--- config.mk ---
export PLATFORM = sky130hd
export DESIGN_NAME = lifo_stack
export DESIGN_NICKNAME = d
export VERILOG_FILES = /design/src/rtl/stack_pkg.sv /design/src/rtl/stack_cell.sv /design/src/rtl/lifo_stack.sv
export SDC_FILE = /design/constraint.sdc
export NUM_CORES = 1
export LEC_CHECK = 0
export CELL_PAD_IN_SITES_DETAIL_PLACEMENT = 2
export CELL_PAD_IN_SITES_GLOBAL_PLACEMENT = 2
export CORE_UTILIZATION = 42
export CTS_BUF_LIST = sky130_fd_sc_hd__clkbuf_16
export DETAILED_ROUTE_END_ITERATION = 6
export DONT_BUFFER_PORTS = 1
export GPL_TIMING_DRIVEN = 1
export PLACE_DENSITY_LB_ADDON = 0.1
export SKIP_CTS_REPAIR_TIMING = 1
export SLEW_MARGIN = 30
export SYNTH_ARGS = -nofsm -noshare
export SYNTH_HDL_FRONTEND = slang
export SYNTH_SLANG_ARGS = --single-unit
--- constraint.sdc ---
create_clock -name clk -period 4.15 [get_ports clk]
set_input_delay 0.83 -clock clk [delete_from_list [all_inputs] [get_ports clk]]
set_output_delay 0.83 -clock clk [all_outputs]
set_load 0.02 [all_outputs]
--- src/rtl/stack_pkg.sv ---
// stack_pkg: shared op encoding and occupancy-width helper for lifo_stack
package stack_pkg;
   typedef enum logic [1:0] {
      OP_NONE = 2'b00,
      OP_POP  = 2'b01,
      OP_PUSH = 2'b10,
      OP_REPL = 2'b11
   } op_e;
   function automatic int cw_of(input int depth);
      return $clog2(depth + 1);
   endfunction
endpackage

--- src/rtl/stack_cell.sv ---
// stack_cell: WIDTH-wide load-enable register with synchronous reset, one stack entry
module stack_cell #(
   parameter int WIDTH = 8
) (
   input  logic             clk,
   input  logic             reset,
   input  logic             i_load,
   input  logic [WIDTH-1:0] i_d,
   output logic [WIDTH-1:0] o_q
);
   logic [WIDTH-1:0] r_q;
   // capture i_d when selected by the write decode
   always_ff @(posedge clk)
      if (reset) r_q <= '0;
      else if (i_load) r_q <= i_d;
   assign o_q = r_q;
endmodule

--- src/rtl/lifo_stack.sv ---
// lifo_stack: register-slice LIFO with push/pop/replace-top; LIFO_ERR_STICKY_EN makes ovf/udf sticky
module lifo_stack
   import stack_pkg::*;
#(
   parameter int WIDTH = 8,
   parameter int DEPTH = 8,
   parameter int CW    = cw_of(DEPTH)
) (
   input  logic             clk,
   input  logic             reset,
   input  logic             push,
   input  logic             pop,
   input  logic [WIDTH-1:0] din,
   output logic [WIDTH-1:0] dout,
   output logic             empty,
   output logic             full,
   output logic [CW-1:0]    count,
   output logic             ovf,
   output logic             udf
);
   op_e              w_op;
   logic [CW-1:0]    r_sp;
   logic [CW-1:0]    w_sp_m1;
   logic             w_empty, w_full;
   logic             w_do_push, w_do_pop, w_do_repl;
   logic             w_ovf_ev, w_udf_ev;
   logic             r_ovf, r_udf;
   logic [DEPTH-1:0] w_load;
   logic [WIDTH-1:0] w_q [DEPTH];
   logic [WIDTH-1:0] w_dout;

   assign w_op      = op_e'({push, pop});
   assign w_sp_m1   = r_sp - CW'(1);
   assign w_empty   = r_sp == '0;
   assign w_full    = r_sp == CW'(DEPTH);
   assign w_do_push = w_op == OP_PUSH && !w_full;
   assign w_do_pop  = w_op == OP_POP && !w_empty;
   assign w_do_repl = w_op == OP_REPL && !w_empty;
   assign w_ovf_ev  = w_op == OP_PUSH && w_full;
   assign w_udf_ev  = w_op == OP_POP && w_empty;

   // push writes the slot above the top, replace-top rewrites the top slot
   genvar i;
   for (i = 0; i < DEPTH; i++) begin : g_cell
      assign w_load[i] = (w_do_push && r_sp == CW'(i)) || (w_do_repl && w_sp_m1 == CW'(i));
      stack_cell #(.WIDTH(WIDTH)) u_cell (
         .clk    (clk),
         .reset  (reset),
         .i_load (w_load[i]),
         .i_d    (din),
         .o_q    (w_q[i])
      );
   end

   // top-of-stack read mux, forced to zero when empty
   always_comb begin
      w_dout = '0;
      for (int k = 0; k < DEPTH; k++)
         if (!w_empty && w_sp_m1 == CW'(k)) w_dout = w_q[k];
   end

   // stack pointer: only accepted push/pop move it, replace-top and rejects hold
   always_ff @(posedge clk)
      if (reset) r_sp <= '0;
      else if (w_do_push) r_sp <= r_sp + CW'(1);
      else if (w_do_pop) r_sp <= w_sp_m1;

   // error flags for rejected operations
   always_ff @(posedge clk)
      if (reset) begin
         r_ovf <= 1'b0;
         r_udf <= 1'b0;
      end else begin
`ifdef LIFO_ERR_STICKY_EN
         r_ovf <= r_ovf | w_ovf_ev;
         r_udf <= r_udf | w_udf_ev;
`else
         r_ovf <= w_ovf_ev;
         r_udf <= w_udf_ev;
`endif
      end

   assign dout  = w_dout;
   assign empty = w_empty;
   assign full  = w_full;
   assign count = r_sp;
   assign ovf   = r_ovf;
   assign udf   = r_udf;
endmodule

Word level (Yosys, flattened, before mapping)
Index checks and enable logic that the tools add are counted.
{"block": "word_totals", "word_cells": 83, "reg_bits": 70, "memories": 0, "latchBits": 0, "mem_bits_rw": 0, "inputBits": 12, "romBits": 0}
{"block": "op_classes", "addsub": 2, "n_div": 0, "n_bitwise": 0, "multipliers": 0, "reduce_logical": 42, "n_mux": 10, "shift": 0, "n_eq_ne": 18, "n_lt_le_gt_ge": 0}
{"operator": "two-way mux 8 bit", "n": 8}
{"operator": "equality test 4 x 3 -> 1 bit (second input constant)", "n": 8}
{"operator": "logical AND 1 bit", "n": 29}
{"operator": "equality test 4 x 2 -> 1 bit (second input constant)", "n": 4}
{"operator": "equality test 4 x 1 -> 1 bit (second input constant)", "n": 2}
{"operator": "zero test 4 bit", "n": 2}
{"operator": "logical OR 1 bit", "n": 8}
{"operator": "two-way mux 4 bit", "n": 2}
{"operator": "adder 4 x 1 -> 4 bit (second input constant)", "n": 1}
{"operator": "equality test 2 bit (second input constant)", "n": 2}
{"operator": "equality test 4 bit (second input constant)", "n": 1}
{"operator": "subtractor 4 x 1 -> 4 bit (second input constant)", "n": 1}
{"operator": "equality test 2 x 1 -> 1 bit (second input constant)", "n": 1}
{"operator": "zero test 1 bit", "n": 2}
{"operator": "nonzero test 2 bit", "n": 1}

Longest topological paths before layout
Gate-level depths: netlist of run 1.
{"block": "logic_depth", "word_depth": 11, "ltp_mapped": 9}

By module
A second synthesis of run 1 with hierarchy kept.
{"block": "unflattened", "cells_unflattened": 410, "hier_area_um2": 3560.9}
{"module": "stack_cell", "cells_per_inst": 26, "seq_area_each_um2": 160.2, "area_per_inst_um2": 285.3, "instances": 8}
{"module": "lifo_stack", "cells_per_inst": 202, "seq_area_each_um2": 120.1, "area_per_inst_um2": 1278.7, "instances": 1}

Least setup slack after synthesis of run 1
OpenSTA, ideal clock, no wires.
{"block": "synth_timing", "path_kind": "register to output", "startpoint": "reg r_sp[1] (netlist: count[1])", "endpoint": "out dout[3]", "path_slack_ps": 954, "path_buffers": 1, "arrival_ps": 2366, "required_ps": 3320, "path_stages_with_launch": 8, "cell_sequence": "dfxtp_1 -> inv_1 -> ha_1 -> and2b_4 -> and2_1 -> a21oi_2 -> buf_2 -> o32ai_1"}
{"block": "synth_via", "elab_chain_cells": 11}
{"item": "start: declaration", "line_no": "lifo_stack.sv:22", "text": "logic [CW-1:0] r_sp;"}
{"item": "start signal: assignment", "line_no": "lifo_stack.sv:65", "text": "else if (w_do_push) r_sp <= r_sp + CW'(1);"}
{"item": "start signal: assignment", "line_no": "lifo_stack.sv:66", "text": "else if (w_do_pop) r_sp <= w_sp_m1;"}
{"item": "subtractor 4 x 1 -> 4 bit / zero test 4 bit (equally long branches)", "line_no": "lifo_stack.sv:33, lifo_stack.sv:34"}
{"item": "zero test 4 bit / zero test 1 bit (equally long branches)", "line_no": "lifo_stack.sv:59", "text": "if (!w_empty && w_sp_m1 == CW'(k)) w_dout = w_q[k];"}
{"item": "logical AND 1 bit", "line_no": "lifo_stack.sv:59"}
{"item": "two-way mux 8 bit (7 in series)", "line_no": "lifo_stack.sv:59"}
{"item": "two-way mux 8 bit *", "line_no": "lifo_stack.sv:59"}
{"item": "end: declaration", "line_no": "lifo_stack.sv:14", "text": "output logic [WIDTH-1:0] dout,"}
Every way passes the cells marked *; elsewhere a longest branch is shown, timed or not.

Worst setup path in the final report of run 1
{"block": "layout_timing", "startpoint": "reg r_sp[1] (netlist: count[1])", "endpoint": "out dout[5]"}
The elaborated chain is that of the path after synthesis.

==> flow_summary_export.csv, run 1 <==
group,metric,value,unit
sta,slew_viol_final,0,
cts,cts_buffer_depth,2,
sta,fin_crit_sh,0.9274,
route,wl,17.06,mm
floorplanning,fp.dieArea,12340,um2
route,drtIter0Drc,326,
sta,fin_tns_setup,0,ns
global_routing,grt_pass1_wl,27.73,mm
global_routing,antenna_found_initial,0,
route,dr.pass1.iters,6,
power,p_leak,1.909,nW
floorplanning,pin_count,28,
hold_path,hp-class,"flip-flop to flip-flop",
layout,area_growth,6.460,%
cts,h-tree-depth,3,
yosys,synth_edf_count,0,
cts,tritoncts,"yes",
yosys,syn-mean-instance-area,7.845,um2
yosys,ys.flop_type,"dfxtp_1",
layout,layout.area.seq,1401,um2
power,p_per_area,393.8,nW/um2
yosys,synth_seq_cells,70,
sta,fin_skew,0.007408,ns
layout,multiInputGateArea,3231,um2
route,via_per_inst,6.432,
route,detail_route.wl_per_cell,23.05,um
cts,cts.clk_slew.worst_paths,0.06,ns
sta,fmax,0.2598,GHz
job,max-cap-violations,0,
yosys,ys_types,55,
placement,gp_congestion,0.7958,
cts,numCtsBuffers,9,
layout,antennaDiodeCount,0,
yosys,synth_nets,655,
route,ant_nets,0,
cts,clock_latency,0.35,ns
layout,final_net_count,610,
floorplanning,coreArea,11520,um2
sta,max_slew_margin,0.3487,
yosys,async_reset_ff_frac,0,
sta,rsz0062_at_grt,"false",
sta,tightest_slew,0.9769,ns
critical_path,crit_fanout,17,
yosys,postSynthCellCount,637,
floorplanning,die_w,111.1,um
yosys,yosys_warnings,0,
cts,clock-sinks,70,
placement,dpl.hpwl,10.93,mm
floorplanning,die_h,111.1,um
layout,layout-drive-gt1-share,0.08710,
global_routing,grt_usage,0.2872,
route,num_vias,4760,
floorplanning,fp-row-count,39,
global_routing,grt_start_max_net_pins,151,
critical_path,path_class,"flip-flop to output port",
global_routing,grt_overflow,0,
route,drc,2,
outcome,outcome,"finished with violations",
cts,cts_root_buffer,"clkbuf_16",
critical_path,end_kind,"output port",
critical_path,critical_path_required,3.32,ns
global_routing,grt_pass1_vias,5025,
layout,fillerInstances,1338,
critical_path,start_kind,"flip-flop",
floorplanning,initial_utilization,0.4339,
power,p_total,2.095,mW
sta,final_hold_viol_count,0,
sta,min_period,3.849,ns
placement,port_buffers,0,
power,ir_drop,243.4,uV
yosys,syn_area,4997,um2
yosys,ys_seq_area_frac,0.2804,
sta,setup_violations,0,
critical_path,worstPathArrival,3.02,ns
outcome,violations,"design-rule violations",
per-stage QoR:
stage	area (um2)	setup WS, ns	instances	util	hold WS [ns]
floorplan	4997	0.9536	637	-	0.4481
global placement	4984	0.6152	723	0.4327	0.4601
detailed placement	4984	0.4751	723	0.4327	0.4698
CTS	5300	0.08538	739	0.4602	0.4808
global route	5320	0.1095	740	0.4620	0.5005
finish	5320	0.3014	740	0.4620	0.4822
routing by layer:
layer	routed length, um	GRT usage
met4	371	0.09550
met5	0	0
met2	8332	0.4855
met3	753	0.06998
met1	7601	0.3569
final cells by class:
type                       instances  share of cell area
multi-input combinational        479              0.6072
inverter                          18             0.01270
sequential                        70              0.2634
tap                              143             0.03363
clock buffer                       9             0.04233
clock inverter                     7             0.01717
timing repair buffer              14             0.02352
layout by cell type, fill, tap and decap left out, types with 2 or more instances in the layout:
cell type   Yosys  layout
inv_1          18      20
nand2b_1       43      43
nand3_1        33      33
and2_2          0       2
dfxtp_1        70      70
a21oi_2         2       2
nor4_1          7       7
nor3_1         11      11
nand3b_1       10      10
nand2_1        48      48
buf_4           2      12
o21ai_0        40      40
ha_1            6       2
or4_1          33      33
o32a_1          3       3
o41a_1          5       5
nand4_1         2       2
bufinv_16       0       2
xnor2_1         2       2
ha_2            0       4
nor4b_1        25      25
mux2i_1        33      33
a21oi_1        69      69
nor2b_1        10      10
a22oi_1         7       7
a31oi_1         3       3
clkinvlp_4      0       2
a32oi_4         3       3
a211oi_1        8       8
and2_1         11       9
nor2_1          8       8
o22ai_1         7       7
nor3b_1        27      27
clkbuf_16       0       9
and3_1          2       2
worst paths after layout:
path | depth (start not counted) | startpoint | endpoint | slack, ns
setup / recovery | 7 | count[1] | dout[5] | 0.30
hold / removal | 2 | g_cell[0].u_cell.o_q[1] | g_cell[0].u_cell.o_q[1] | 0.48
setup reg to reg | 8 | count[1] | g_cell[7].u_cell.o_q[0] | 1.09
hold reg to reg | 2 | g_cell[0].u_cell.o_q[1] | g_cell[0].u_cell.o_q[1] | 0.48
kinds of logic after synthesis:
logic type	synth area share
adder cells (fa/ha/maj)	0.01502
multiplexers	0.06835
buffers and inverters	0.07561
AO/OA/AOI/OAI	0.2081
flip-flops	0.2804
XOR/XNOR	0.003506
AND/OR/NAND/NOR	0.3490
synthesized netlist by cell type, types with 2 or more instances:
| library cell | count | share of area |
|---|---|---|
| clkbuf_1 | 52 | 0.039 |
| a32oi_4 | 3 | 0.017 |
| mux2i_1 | 33 | 0.066 |
| buf_4 | 2 | 0.0030 |
| a31oi_1 | 3 | 0.0038 |
| nand3_1 | 33 | 0.033 |
| nand4_1 | 2 | 0.0025 |
| a21oi_2 | 2 | 0.0035 |
| or4_1 | 33 | 0.050 |
| nor4_1 | 7 | 0.0088 |
| nor3b_1 | 27 | 0.041 |
| a211oi_1 | 8 | 0.012 |
| ha_1 | 6 | 0.015 |
| xnor2_1 | 2 | 0.0035 |
| nor2b_1 | 10 | 0.013 |
| and3_1 | 2 | 0.0025 |
| dfxtp_1 | 70 | 0.28 |
| buf_6 | 4 | 0.0090 |
| o21ai_0 | 40 | 0.040 |
| nor4b_1 | 25 | 0.044 |
| inv_1 | 18 | 0.014 |
| and2_1 | 11 | 0.014 |
| a22oi_1 | 7 | 0.011 |
| nor3_1 | 11 | 0.011 |
| buf_1 | 4 | 0.0030 |
| nor2_1 | 8 | 0.0060 |
| o22ai_1 | 7 | 0.0088 |
| buf_2 | 8 | 0.0080 |
| nand2_1 | 48 | 0.036 |
| o41a_1 | 5 | 0.011 |
| nand2b_1 | 43 | 0.054 |
| o32a_1 | 3 | 0.0060 |
| a21oi_1 | 69 | 0.069 |
| nand3b_1 | 10 | 0.015 |
where the power goes:
group	leakage, nW	internal (mW)	switching [mW]
registers	0.567	0.710	0.0355
logic	1.19	0.157	0.347
clock network	0.154	0.523	0.322
total	1.91	1.39	0.704
state kept, by name (all words and copies together), names as in the netlist:
name,cells
g_cell.u_cell.o_q,64
udf,1
ovf,1
count,4
critical path, stage by stage (launching register included):
cell	delay [ns]
dfxtp_1	0.47
inv_1	0.23
ha_2	0.43
and2b_4	0.28
and2_1	0.32
a21oi_2	0.18
buf_4	0.21
o41a_1	0.55
No activity file was read; power rests on OpenSTA's default activity.
==> run 2, diff against run 1 <==
--- a/config.mk
+++ b/config.mk
@@ -9,6 +9,7 @@
 export CELL_PAD_IN_SITES_GLOBAL_PLACEMENT = 2
 export CORE_UTILIZATION = 42
 export CTS_BUF_LIST = sky130_fd_sc_hd__clkbuf_16
+export CTS_CLUSTER_DIAMETER = 120
 export DETAILED_ROUTE_END_ITERATION = 6
 export DONT_BUFFER_PORTS = 1
 export GPL_TIMING_DRIVEN = 1
==> constraint.sdc (replaced) <==
create_clock -name clk -period 4.15 [get_ports clk]
set_input_delay 0.415 -clock clk [delete_from_list [all_inputs] [get_ports clk]]
set_output_delay 0.415 -clock clk [all_outputs]
set_load 0.02 [all_outputs]
==> run 2 against run 1 <==
The run still ends with design-rule violations left. Clock-buffer cell count stayed put. Largest cell class unchanged. Critical path depth unchanged. Largest power group unchanged. Flip-flop and latch count did not move. Clock power is 8.5% lower.
==> flow_summary_export.csv, run 2 (same netlist as run 1, synthesis figures left out) <==
group,metric,value,unit
power,switching_share,0.3478,
power,internal_power,1.320,mW
layout,layout_commonest_cell,"dfxtp_1",
sta,slew_viol_final,0,
placement,dpl.hpwl,10.92,mm
global_routing,grt_pass1_vias,5104,
power,ir_drop,208.2,uV
route,drtIter0Drc,357,
cts,cts.clk_slew.worst_paths,0.06,ns
placement,port_buffers,0,
critical_path,rr_worst_depth,8,
cts,cts_buffer_depth,2,
floorplanning,coreArea,11520,um2
route,drc,2,
critical_path,path_class,"flip-flop to output port",
global_routing,grt_overflow,0,
power,power_frac_seq,0.369,
sta,fmax,0.2632,GHz
layout,largest_reg_flops,64,
placement,place_area,4974,um2
layout,most-common-layout-cells,"dfxtp_1, a21oi_1, nand2_1",
route,num_vias,4720,
critical_path,cp-startpoint,"count[1]",
sta,max_slew_margin,0.3877,
critical_path,end_kind,"output port",
critical_path,crit_path_top_delay_cell,"dfxtp_1",
critical_path,start_kind,"flip-flop",
sta,fin_skew,0.01044,ns
layout,design_area,5271,um2
floorplanning,fp-row-count,39,
global_routing,grt_usage,0.2890,
layout,layout-drive-gt1-share,0.07757,
critical_path,worstPathArrival,3.38,ns
sta,fin_crit_sh,0.9155,
critical_path,rrSetupSlack,0.87,ns
power,p_total,2.024,mW
outcome,violations,"design-rule violations",
power,power.switching,704.0,uW
placement,gp_congestion,0.7817,
sta,fin_tns_setup,0,ns
outcome,outcome,"finished with violations",
sta,rsz0062_at_grt,"false",
hold_path,hold_start,"reset",
cts,tritoncts,"yes",
sta,final_hold_viol_count,0,
critical_path,crit_path_end,"dout[0]",
power,clkPwrFrac,0.382,
floorplanning,die_w,111.1,um
critical_path,reg2reg_to,"g_cell[5].u_cell.o_q[0]",
route,detail_route.wl_per_cell,23.20,um
critical_path,crit_fanout,17,
power,p_comb_frac,0.249,
global_routing,grt_start_max_net_pins,151,
route,wl,17.08,mm
floorplanning,initial_utilization,0.4339,
critical_path,critical_path_required,3.73,ns
hold_path,hp-class,"input pin to flip-flop",
sta,tightest_slew,0.9172,ns
power,p_leak,1.886,nW
sta,setup_violations,0,
layout,final_net_count,606,
route,ant_nets,0,
global_routing,grt_pass1_wl,27.85,mm
route,via_per_inst,6.413,
cts,numCtsBuffers,9,
critical_path,r2r-start,"count[1]",
sta,fin_hold_ws,0.1919,ns
layout,final_core_util,0.4577,
job,max-cap-violations,0,
sta,min_period,3.800,ns
cts,cts_root_buffer,"clkbuf_16",
floorplanning,die_h,111.1,um
cts,clock_latency,0.35,ns
cts,h-tree-depth,3,
floorplanning,pin_count,28,
layout,fillerInstances,1290,
power,p_per_area,383.9,nW/um2
cts,clock-sinks,70,
layout,area_growth,5.483,%
route,dr.pass1.iters,7,
floorplanning,fp.dieArea,12340,um2
critical_path,crit_chain,"inv_1, ha_1, and2b_4, and2_1, a21oi_2, nor2_1, a211o_1",
global_routing,antenna_found_initial,0,
layout,antennaDiodeCount,0,
critical_path,cpPeakStageDelay,0.64,ns
[run 2: changes by cell type in the layout (fill, tap and decap cells not counted), sizes merged]
cell / previous run / this run
buf: 14 / 10
clkinv: 1 / 3
bufinv: 2 / 1
clkinvlp: 2 / 1
[run 2: area by class of cell]
class	count	area, um2	area share
clock inverters	7	57.56	0.01092
multi-input cells	479	3229	0.6126
well taps	143	178.9	0.03394
inverters	18	67.56	0.01282
flip-flops and latches	70	1401	0.2658
clock buffers	9	225.2	0.04272
repair buffers	10	111.4	0.02113
[run 2: metal layers]
metal | vias to the layer above | wire [um] | GRT usage
li1 | 2228 | - | -
met1 | 2368 | 7704 | 0.3587
met2 | 87 | 8193 | 0.4943
met3 | 37 | 729 | 0.05741
met4 | 0 | 449 | 0.1063
met5 | - | 0 | 0
[run 2: how the worst min path moves through the flow]
stage	slack [ns]	endpoint	cells past startpoint
detailed placement	0.47	g_cell[3].u_cell.o_q[6]	2
finish	0.19	count[1]	1
CTS	0.14	count[1]	1
global placement	0.46	g_cell[3].u_cell.o_q[6]	2
floorplan	0.45	g_cell[0].u_cell.o_q[3]	2
global route	0.16	count[1]	1
[run 2: through the flow]
stage	std cells	setup slack, ns
6_report	736	0.3505
5_1_grt	736	0.1806
4_1_cts	735	0.3798
3_5_place_dp	719	0.7328
3_3_place_gp	718	0.8710
2_1_floorplan	637	1.369
[run 2: power by group through the flow]
stage | Sequential [mW] | Combinational (mW) | Clock [mW]
floorplan | 0.749 | 0.399 | 0
global placement | 0.759 | 0.469 | 0
detailed placement | 0.763 | 0.495 | 0
CTS | 0.748 | 0.500 | 0.783
global route | 0.753 | 0.540 | 0.816
finish | 0.748 | 0.503 | 0.773
[run 2: critical path, delay by kind of cell, from the launching register on]
family	cells	cell delay [ns]
DFF	1	0.64
AOI/OAI and AO/OA	2	1.01
buffers and inverters	1	0.21
adders and majority gates	1	0.46
and+or+nand+nor	3	0.70
